$ cat config.mk
export PLATFORM = sky130hd
export DESIGN_NAME = ifu_iccm_dma_arb_flat
export DESIGN_NICKNAME = d
export VERILOG_FILES = /design/src/rtl/ifu_iccm_dma_arb_pkg.sv /design/src/rtl/ifu_iccm_dma_arb_if.sv /design/src/rtl/ifu_iccm_dma_fifo.sv /design/src/rtl/ifu_iccm_dma_arb.sv /design/src/flat_wrapper.sv
export SDC_FILE = /design/constraint.sdc
export NUM_CORES = 1
export LEC_CHECK = 0
export CAP_MARGIN = 20
export CORE_UTILIZATION = 35
export CTS_CLUSTER_SIZE = 8
export DETAILED_ROUTE_END_ITERATION = 7
export MAX_ROUTING_LAYER = met4
export SYNTH_ARGS = -nofsm -noshare
export SYNTH_HDL_FRONTEND = slang
export SYNTH_SLANG_ARGS = --single-unit
export TNS_END_PERCENT = 5
$ cat constraint.sdc
create_clock -name clk -period 15.4 [get_ports clk]
set_clock_uncertainty 0.15 [all_clocks]
set_input_delay 4.62 -clock clk [delete_from_list [all_inputs] [get_ports clk]]
set_output_delay 4.62 -clock clk [all_outputs]
set_load 0.1 [all_outputs]
$ cat src/rtl/ifu_iccm_dma_arb_pkg.sv
// Shared types for the ICCM port arbiter between fetch and DMA.
package ifu_iccm_arb_pkg;

    localparam int ICCM_ADDR_W = 16;
    localparam int ICCM_DATA_W = 64;

    typedef enum logic [1:0] {
        IDLE  = 2'b00,
        WAIT  = 2'b01,
        FORCE = 2'b10
    } arb_state_e;

    typedef struct packed {
        logic                   write;
        logic [ICCM_ADDR_W-1:0] addr;
        logic [ICCM_DATA_W-1:0] wdata;
    } dma_iccm_req_t;

    localparam int REQ_W = $bits(dma_iccm_req_t);

endpackage

$ cat src/rtl/ifu_iccm_dma_arb_if.sv
// DMA-side request/response bundle; the DMA slave is master, the arbiter is slave.
interface ifu_iccm_dma_arb_if #(
    parameter int ADDR_W = 16
) ();
    logic              dma_req_valid;
    logic              dma_req_ready;
    logic              dma_req_write;
    logic [ADDR_W-1:0] dma_req_addr;
    logic [63:0]       dma_req_wdata;
    logic              dma_rsp_valid;
    logic [63:0]       dma_rsp_rdata;

    modport master (
        output dma_req_valid, dma_req_write, dma_req_addr, dma_req_wdata,
        input  dma_req_ready, dma_rsp_valid, dma_rsp_rdata
    );

    modport slave (
        input  dma_req_valid, dma_req_write, dma_req_addr, dma_req_wdata,
        output dma_req_ready, dma_rsp_valid, dma_rsp_rdata
    );
endinterface

$ cat src/rtl/ifu_iccm_dma_fifo.sv
// Small power-of-two FIFO holding pending DMA requests; no bypass path.
module ifu_iccm_dma_fifo #(
    parameter int DEPTH = 2,
    parameter int WIDTH = 81,
    localparam int PW   = $clog2(DEPTH),
    localparam int CW   = $clog2(DEPTH + 1)
) (
    input  logic             clk,
    input  logic             rst,
    input  logic             push,
    input  logic             pop,
    input  logic [WIDTH-1:0] wdata,
    output logic [WIDTH-1:0] rdata,
    output logic             full,
    output logic             empty,
    output logic [CW-1:0]    count
);

    logic [WIDTH-1:0] mem_q [DEPTH];
    logic [WIDTH-1:0] mem_d [DEPTH];
    logic [PW-1:0]    wr_ptr_q, wr_ptr_d;
    logic [PW-1:0]    rd_ptr_q, rd_ptr_d;
    logic [CW-1:0]    count_q, count_d;
    logic             push_s, pop_s;

    assign full   = (count_q == CW'(DEPTH));
    assign empty  = (count_q == CW'(0));
    assign count  = count_q;
    assign rdata  = mem_q[rd_ptr_q];
    assign push_s = push & ~full;
    assign pop_s  = pop & ~empty;

    // Next-state for storage, pointers and occupancy; pointers wrap naturally.
    always_comb begin
        mem_d    = mem_q;
        wr_ptr_d = wr_ptr_q;
        rd_ptr_d = rd_ptr_q;
        count_d  = count_q;
        if (push_s) begin
            mem_d[wr_ptr_q] = wdata;
            wr_ptr_d        = wr_ptr_q + PW'(1);
        end else begin
            wr_ptr_d = wr_ptr_q;
        end
        if (pop_s) begin
            rd_ptr_d = rd_ptr_q + PW'(1);
        end else begin
            rd_ptr_d = rd_ptr_q;
        end
        count_d = count_q + CW'(push_s) - CW'(pop_s);
    end

    // State registers.
    always_ff @(posedge clk or posedge rst) begin
        if (rst) begin
            wr_ptr_q <= '0;
            rd_ptr_q <= '0;
            count_q  <= '0;
            for (int i = 0; i < DEPTH; i++) begin
                mem_q[i] <= '0;
            end
        end else begin
            wr_ptr_q <= wr_ptr_d;
            rd_ptr_q <= rd_ptr_d;
            count_q  <= count_d;
            mem_q    <= mem_d;
        end
    end

endmodule

$ cat src/rtl/ifu_iccm_dma_arb.sv
// ICCM port arbiter: queues DMA requests, issues them when fetch frees the port,
// and forces a fetch stall after a bounded wait so DMA cannot starve.
module ifu_iccm_dma_arb
    import ifu_iccm_arb_pkg::*;
#(
    parameter int ADDR_W     = ICCM_ADDR_W,
    parameter int DEPTH      = 2,
    parameter int STARVE_MAX = 15,
    parameter int RD_LAT     = 2,
    localparam int CNT_W     = $clog2(STARVE_MAX + 1),
    localparam int QCNT_W    = $clog2(DEPTH + 1)
) (
    input  logic              clk,
    input  logic              rst,
    ifu_iccm_dma_arb_if.slave dma,
    input  logic              ifc_dma_access_ok,
    input  logic              exu_flush_final,
    output logic              dma_iccm_stall_any,
    output logic              iccm_dma_en,
    output logic              iccm_dma_wren,
    output logic [ADDR_W-1:0] iccm_dma_addr,
    output logic [63:0]       iccm_dma_wdata,
    input  logic [63:0]       iccm_rd_data,
    output logic              dma_starve_pulse
);

    arb_state_e          state_q, state_d;
    logic [CNT_W-1:0]    cnt_q, cnt_d, cnt_inc_s;
    logic                stall_q, stall_d;
    logic                pulse_q, pulse_d;
    logic [RD_LAT-1:0]   rsp_vld_q, rsp_vld_d;
    logic [RD_LAT-1:0]   rsp_rd_q, rsp_rd_d;

    dma_iccm_req_t       enq_req_s, head_req_s;
    logic [REQ_W-1:0]    head_raw_s;
    logic                full_s, empty_s, enq_s, issue_s, drain_empty_s;
    logic [QCNT_W-1:0]   qcount_s;
    logic                flush_unused_s;

    // A flush belongs to the fetch side only; queued and issued DMA proceed regardless.
    assign flush_unused_s = exu_flush_final;

    function automatic logic [CNT_W-1:0] sat_inc(input logic [CNT_W-1:0] v);
        if (v == CNT_W'(STARVE_MAX)) begin
            sat_inc = v;
        end else begin
            sat_inc = v + CNT_W'(1);
        end
    endfunction

    assign enq_req_s = '{write: dma.dma_req_write, addr: dma.dma_req_addr, wdata: dma.dma_req_wdata};
    assign head_req_s = dma_iccm_req_t'(head_raw_s);

    assign dma.dma_req_ready = ~full_s;
    assign enq_s             = dma.dma_req_valid & ~full_s;
    assign issue_s           = ~empty_s & ifc_dma_access_ok;
    assign drain_empty_s     = (qcount_s == QCNT_W'(1)) & issue_s & ~enq_s;
    assign cnt_inc_s         = sat_inc(cnt_q);

    ifu_iccm_dma_fifo #(
        .DEPTH (DEPTH),
        .WIDTH (REQ_W)
    ) u_fifo (
        .clk   (clk),
        .rst   (rst),
        .push  (enq_s),
        .pop   (issue_s),
        .wdata (enq_req_s),
        .rdata (head_raw_s),
        .full  (full_s),
        .empty (empty_s),
        .count (qcount_s)
    );

    assign iccm_dma_en    = issue_s;
    assign iccm_dma_wren  = issue_s & head_req_s.write;
    assign iccm_dma_addr  = head_req_s.addr;
    assign iccm_dma_wdata = head_req_s.wdata;

    // Starvation FSM: the wait count reaches STARVE_MAX on the last tolerated idle cycle.
    always_comb begin
        state_d = state_q;
        cnt_d   = cnt_q;
        pulse_d = 1'b0;
        case (state_q)
            IDLE: begin
                cnt_d = '0;
                if (enq_s & ~issue_s) begin
                    state_d = WAIT;
                end else begin
                    state_d = IDLE;
                end
            end
            WAIT: begin
                if (drain_empty_s) begin
                    state_d = IDLE;
                    cnt_d   = '0;
                end else if (issue_s) begin
                    cnt_d = '0;
                end else if (cnt_inc_s == CNT_W'(STARVE_MAX)) begin
                    state_d = FORCE;
                    cnt_d   = cnt_inc_s;
                    pulse_d = 1'b1;
                end else begin
                    cnt_d = cnt_inc_s;
                end
            end
            FORCE: begin
                if (drain_empty_s) begin
                    state_d = IDLE;
                    cnt_d   = '0;
                end else begin
                    state_d = FORCE;
                end
            end
            default: begin
                state_d = IDLE;
                cnt_d   = '0;
            end
        endcase
        stall_d = (state_d == FORCE);
    end

    // Response pipe: each issue surfaces RD_LAT cycles later, tagged read or write.
    always_comb begin
        rsp_vld_d    = '0;
        rsp_rd_d     = '0;
        rsp_vld_d[0] = issue_s;
        rsp_rd_d[0]  = issue_s & ~head_req_s.write;
        for (int i = 1; i < RD_LAT; i++) begin
            rsp_vld_d[i] = rsp_vld_q[i-1];
            rsp_rd_d[i]  = rsp_rd_q[i-1];
        end
    end

    // State registers.
    always_ff @(posedge clk or posedge rst) begin
        if (rst) begin
            state_q   <= IDLE;
            cnt_q     <= '0;
            stall_q   <= 1'b0;
            pulse_q   <= 1'b0;
            rsp_vld_q <= '0;
            rsp_rd_q  <= '0;
        end else begin
            state_q   <= state_d;
            cnt_q     <= cnt_d;
            stall_q   <= stall_d;
            pulse_q   <= pulse_d;
            rsp_vld_q <= rsp_vld_d;
            rsp_rd_q  <= rsp_rd_d;
        end
    end

    assign dma_iccm_stall_any = stall_q;
    assign dma_starve_pulse   = pulse_q;
    assign dma.dma_rsp_valid  = rsp_vld_q[RD_LAT-1];
    assign dma.dma_rsp_rdata  = rsp_rd_q[RD_LAT-1] ? iccm_rd_data : 64'd0;

endmodule
$ cat src/flat_wrapper.sv
// flat-port wrapper written by rule: the top's interface ports become plain ports
module ifu_iccm_dma_arb_flat import ifu_iccm_arb_pkg::*;
#(
    parameter int ADDR_W     = ICCM_ADDR_W,
    parameter int DEPTH      = 2,
    parameter int STARVE_MAX = 15,
    parameter int RD_LAT     = 2,
    localparam int CNT_W     = $clog2(STARVE_MAX + 1),
    localparam int QCNT_W    = $clog2(DEPTH + 1)
)
  (clk, rst, ifc_dma_access_ok, exu_flush_final, dma_iccm_stall_any, iccm_dma_en, iccm_dma_wren, iccm_dma_addr, iccm_dma_wdata, iccm_rd_data, dma_starve_pulse, dma_dma_req_valid, dma_dma_req_write, dma_dma_req_addr, dma_dma_req_wdata, dma_dma_req_ready, dma_dma_rsp_valid, dma_dma_rsp_rdata);
  ifu_iccm_dma_arb_if #(.ADDR_W(ADDR_W)) dma_i ();
  input  logic clk;
  input  logic rst;
  input  logic ifc_dma_access_ok;
  input  logic exu_flush_final;
  output logic dma_iccm_stall_any;
  output logic iccm_dma_en;
  output logic iccm_dma_wren;
  output logic [ADDR_W-1:0] iccm_dma_addr;
  output logic [63:0] iccm_dma_wdata;
  input  logic [63:0] iccm_rd_data;
  output logic dma_starve_pulse;
  input wire logic [$bits(dma_i.dma_req_valid)-1:0] dma_dma_req_valid;
  input wire logic [$bits(dma_i.dma_req_write)-1:0] dma_dma_req_write;
  input wire logic [$bits(dma_i.dma_req_addr)-1:0] dma_dma_req_addr;
  input wire logic [$bits(dma_i.dma_req_wdata)-1:0] dma_dma_req_wdata;
  output wire logic [$bits(dma_i.dma_req_ready)-1:0] dma_dma_req_ready;
  output wire logic [$bits(dma_i.dma_rsp_valid)-1:0] dma_dma_rsp_valid;
  output wire logic [$bits(dma_i.dma_rsp_rdata)-1:0] dma_dma_rsp_rdata;
  assign dma_i.dma_req_valid = dma_dma_req_valid;
  assign dma_i.dma_req_write = dma_dma_req_write;
  assign dma_i.dma_req_addr = dma_dma_req_addr;
  assign dma_i.dma_req_wdata = dma_dma_req_wdata;
  assign dma_dma_req_ready = dma_i.dma_req_ready;
  assign dma_dma_rsp_valid = dma_i.dma_rsp_valid;
  assign dma_dma_rsp_rdata = dma_i.dma_rsp_rdata;
  ifu_iccm_dma_arb #(.ADDR_W(ADDR_W), .DEPTH(DEPTH), .STARVE_MAX(STARVE_MAX), .RD_LAT(RD_LAT)) u_core (.clk(clk), .rst(rst), .dma(dma_i), .ifc_dma_access_ok(ifc_dma_access_ok), .exu_flush_final(exu_flush_final), .dma_iccm_stall_any(dma_iccm_stall_any), .iccm_dma_en(iccm_dma_en), .iccm_dma_wren(iccm_dma_wren), .iccm_dma_addr(iccm_dma_addr), .iccm_dma_wdata(iccm_dma_wdata), .iccm_rd_data(iccm_rd_data), .dma_starve_pulse(dma_starve_pulse));
endmodule
; ---- Word level (Yosys, flattened, before mapping)
; Index checks and enable logic that the tools add are counted.
[word_totals]
reg_bits = 178
[op_classes]
n_addsub = 5
order_cmp = 3
eq_ne = 8
muxes = 22
bitwise = 16
n_reduce_logical = 3
[op_table]
columns = cell, count
row1 = two-way mux 81 bit, 4
row2 = bitwise mux 162 bit, 1
row3 = demux 81 bit (select 1 bit), 1
row4 = two-way mux 64 bit, 1
row5 = two-way mux 4 bit, 4
row6 = AND 1 bit, 9
row7 = "== test 4 bit, second input constant", 2
row8 = two-way mux 2 bit, 4
row9 = one-hot mux 4 bit (2 select lines), 1
row10 = "== test 2 bit, second input constant", 3
row11 = one-hot mux 2 bit (3 select lines), 1
row12 = two-way mux 1 bit, 5
row13 = NOT 1 bit, 5
row14 = "adder 4 x 1 -> 4 bit, second input constant", 1
row15 = "== test 2 x 1 -> 1 bit, second input constant", 2
row16 = "greater-or-equal comparator 2 bit, second input constant", 2
row17 = logical NOT 2 bit, 2
row18 = NOT 1 -> 2 bit, 2
row19 = "adder 1 bit, second input constant", 2
row20 = adder 2 x 1 -> 2 bit, 1
row21 = "less-than comparator 2 x 1 -> 1 bit, second input constant", 1
row22 = "!= test 2 x 1 -> 1 bit, second input constant", 1
row23 = subtractor 2 x 1 -> 2 bit, 1
row24 = logical AND 1 bit, 1

; ---- Longest topological paths before layout
[depth]
depth_word = 8
depth_mapped = 8

; ---- Hierarchy
; Synthesis repeated with hierarchy kept, for this count alone.
[unflattened]
cells_unflattened = 572
hier_area_um2 = 8592.0
[modules_own_cells]
columns = mod, n_inst, cells_each, area_per_inst_um2
row1 = ifu_iccm_dma_fifo, 1, 451, 7592.3
row2 = ifu_iccm_dma_arb, 1, 121, 999.7

; ---- Worst setup path before layout
; Ideal clock, no wire load.
[synth_path]
path_type = input to output
start = input port ifc_dma_access_ok
end = output port iccm_dma_wren
arrival_ns = 6.191
required_ns = 10.630
slack_ns = 4.439
path_stages = 3
path_cell_list = o21ai_1 > buf_4 > nor2_1
[synth_via]
elab_chain_len = 2
[synth_lines]
columns = element, line_no
row1 = from (decl), flat_wrapper.sv:15  ; input logic ifc_dma_access_ok;
row2 = AND 1 bit, ifu_iccm_dma_arb.sv:56  ; assign issue_s = ~empty_s & ifc_dma_access_ok;
row3 = AND 1 bit, ifu_iccm_dma_arb.sv:76  ; assign iccm_dma_wren = issue_s & head_req_s.write;
row4 = to (decl), flat_wrapper.sv:19  ; output logic iccm_dma_wren;
; Every way passes these cells.

; ---- Worst setup path in the final report
[layout_path]
start = input port ifc_dma_access_ok
end = output port iccm_dma_en
[layout_via]
elab_chain_len = 1
[layout_lines]
columns = element, line_no
row1 = AND 1 bit, ifu_iccm_dma_arb.sv:56
row2 = to (decl), flat_wrapper.sv:18  ; output logic iccm_dma_en;
; Every way passes these cells.

==> metrics.csv <==
metric;value;unit
Die Wd;159;um
cell count after synthesis;574;
Final period util;76.3;%
slowest CP cell;clkdlybuf4s50_1;
Reg area;0.00446;mm2
Initial Util;35.6;%
die area;0.0253;mm2
Yosys reg bits;178;
fmax;85.1;MHz
crit-path max FO;15;
EDFF count, synth;0;
layout cell share with drive strength beyond 1;31.7;%
Reg-to-Reg End;u_core.u_fifo.mem_q[129];
# nets final;1015;
post-synthesis to final-layout area growth;42.8;%
initial antenna violation count;1;
clk sinks;178;
met3 wire length;1.18;mm
M1 WL;8.97;mm
Ports;300;
RR Startpoint;u_core.u_fifo.count[0];
Remaining DRCs;0;
Crit Path Category;in2out;
Seq/Total Area, Yosys;51.6;%
R2R depth;4;
Data required, critical path;10.63;ns
Num CTS Buffers;17;
first-pass GRT wire length;35.9;mm
Setup TNS Final;0;ns
# Post-CTS Setup Buffers;0;
pin count of the biggest net entering global routing;99;
measured slew at the worst slew-check pin;1.12;ns
kind of cell adding the most delay to the critical path;buffers and inverters;
mean area per synthesized cell;15.0;um2
Slew HR;25.2;%
crit-path cells;clkdlybuf4s50_1, o21ai_1, inv_1, clkdlybuf4s50_1;
post-cts resize count;0;
CP Launch Type;primary input;
fraction of registers with async set/reset;100;%
total core area;0.0242;mm2
vias in the first global route;6219;
vias;5639;
prevailing post-synth register cell;dfrtp_1;
commonest non-fill, non-tap cell in the layout;clkdlybuf4s50_1;
maxcap violations;0;
vias per inst;4.71;
RSZ-0062 raised after global routing;no;
Die Height;159;um
Hold Crit Class;reg2reg;
Root Driver;clkbuf_16;
Slew Viols, Final;0;
Filler Cells Inserted;2073;
Worst Hold End;u_core.rsp_vld_q[1];
port bufs;298;
hold_sp;u_core.rsp_vld_q[0];
clock latency on the worst-skew pair;0.42;ns
total wire length;22.6;mm
Total GRT Usage;18.8;%
metal2 WL;11.9;mm
post-DP HPWL;15.9;mm
CTS tree;done;
Initial DRC Count;348;
area of the multi-input gates;0.00380;mm2
hold path cells;0;
1st-pass router iterations;4;
Setup-failing EPs final;0;
Synth Net Count;728;
gpl congestion;0.913;
Critical Path End Type;output port;
GRT overflow;0;
Buf+Inv Stages, Crit Path;3;
DR top layer;met4;
synthesized area;0.00863;mm2
clk buf depth;2;
critical path arrival;6.99;ns
Final min period;11.76;ns
r2r setup slk;12.63;ns
Synth cell types;36;
clock transition at the registers of the reported paths;0.07;ns
placement-stage cell area;0.0117;mm2
post-route insts no fill;1198;
slowest stage delay, CP;1.06;ns
post-route cell area;0.0123;mm2
# rows;57;
final hold viol count;0;
DRT antenna net count;0;
commonest non-fill, non-tap cells in the layout;298 x clkdlybuf4s50_1, 177 x dfrtp_1, 154 x mux2_2;
Top cell by count, worst path;clkdlybuf4s50_1;
drt wl/cell;18.9;um
hold buffers post-CTS;0;
run status;finished, final reports clean;
Ys Warns;0;
H-tree lvl count;4;
dpl cells;1165;
[worst reg2reg max path, stage by stage, from the launching register on]
cell	delay, ns
dfrtp_1	0.42
nand2b_4	0.19
nand3b_4	0.62
buf_4	0.91
mux2_4	0.38
[per-stage QoR]
step / hold slack (ns) / util (%) / worst slack (ns)
after floorplan: 0.181 / - / 4.44
after global placement: 0.192 / 48.3 / 3.71
after detailed placement: 0.186 / 48.3 / 3.68
after CTS: 0.201 / 50.7 / 3.67
after global routing: 0.214 / 50.8 / 3.52
final: 0.199 / 50.8 / 3.64
[registers in the layout, indices dropped and copies added, names as in the netlist]
signal / cells
u_core.u_fifo.wr_ptr_q: 1
u_core.dma_starve_pulse: 1
u_core.u_fifo.mem_q: 162
u_core.u_fifo.count: 2
u_core.rsp_vld_q: 2
u_core.state_q: 2
u_core.cnt_q: 4
u_core.dma_iccm_stall_any: 1
u_core.u_fifo.rd_ptr_q: 1
u_core.rsp_rd_q: 2
[cells by family (layout without fill, tap and decap cells)]
family                     count (synthesis)  after routing  synth area share (%)
xor gates and xnor gates                   5              5                 0.508
adders and majority gates                  4              4                 0.580
AOI/OAI and AO/OA                         15             15                  1.25
other                                      0              1                     0
and+or+nand+nor                           87             87                  6.51
buffers and inverters                     42            341                  4.29
DFF                                      178            178                  51.6
muxes                                    243            243                  35.2
[worst max-delay path by stage]
| stage | startpoint | endpoint | slack (ns) | depth (start not counted) |
|---|---|---|---|---|
| 3_3_place_gp | ifc_dma_access_ok | iccm_dma_en | 3.71 | 4 |
| 3_5_place_dp | ifc_dma_access_ok | iccm_dma_en | 3.68 | 4 |
| 5_1_grt | ifc_dma_access_ok | iccm_dma_en | 3.52 | 4 |
| 4_1_cts | ifc_dma_access_ok | iccm_dma_en | 3.67 | 4 |
| 6_report | ifc_dma_access_ok | iccm_dma_en | 3.64 | 4 |
| 2_1_floorplan | ifc_dma_access_ok | iccm_dma_wren | 4.44 | 3 |
[layout make-up]
type | instances | area share (%)
Sequential cell | 178 | 36.2
Inverter | 6 | 0.223
Timing Repair Buffer | 304 | 24.7
Multi-Input combinational cell | 354 | 30.9
Antenna cell | 1 | 0.0203
Clock buffer | 17 | 3.45
Tap cell | 324 | 3.29
Clock inverter | 14 | 1.21
[cells in the mapped netlist (2+ instances only)]
cell | count | share of area [%]
nor2_1 | 2 | 0.087
and2_1 | 65 | 4.7
buf_6 | 5 | 0.65
a31oi_1 | 4 | 0.29
mux2_2 | 154 | 20
buf_12 | 9 | 2.1
and3_1 | 2 | 0.15
nand2_1 | 6 | 0.26
nand4_1 | 2 | 0.15
inv_1 | 6 | 0.26
dfrtp_1 | 178 | 52
mux2_1 | 7 | 0.91
mux2_4 | 81 | 14
nand3_1 | 2 | 0.12
buf_4 | 4 | 0.35
clkbuf_1 | 7 | 0.30
ha_1 | 4 | 0.58
nor2b_1 | 2 | 0.15
a21oi_1 | 2 | 0.12
xnor2_1 | 5 | 0.51
buf_2 | 10 | 0.58
a32o_1 | 2 | 0.23
nand3b_1 | 2 | 0.17
[per-layer routing]
metal,global-route usage (%),vias to the layer above
met3,4.56,26
met1,20.7,2834
li1,-,2580
met5,-,-
met2,33.2,199
met4,6.29,0
Power is left out: the tool's default activity adds up to more than one toggle a clock period on the data nets, which glitch-free logic cannot reach.
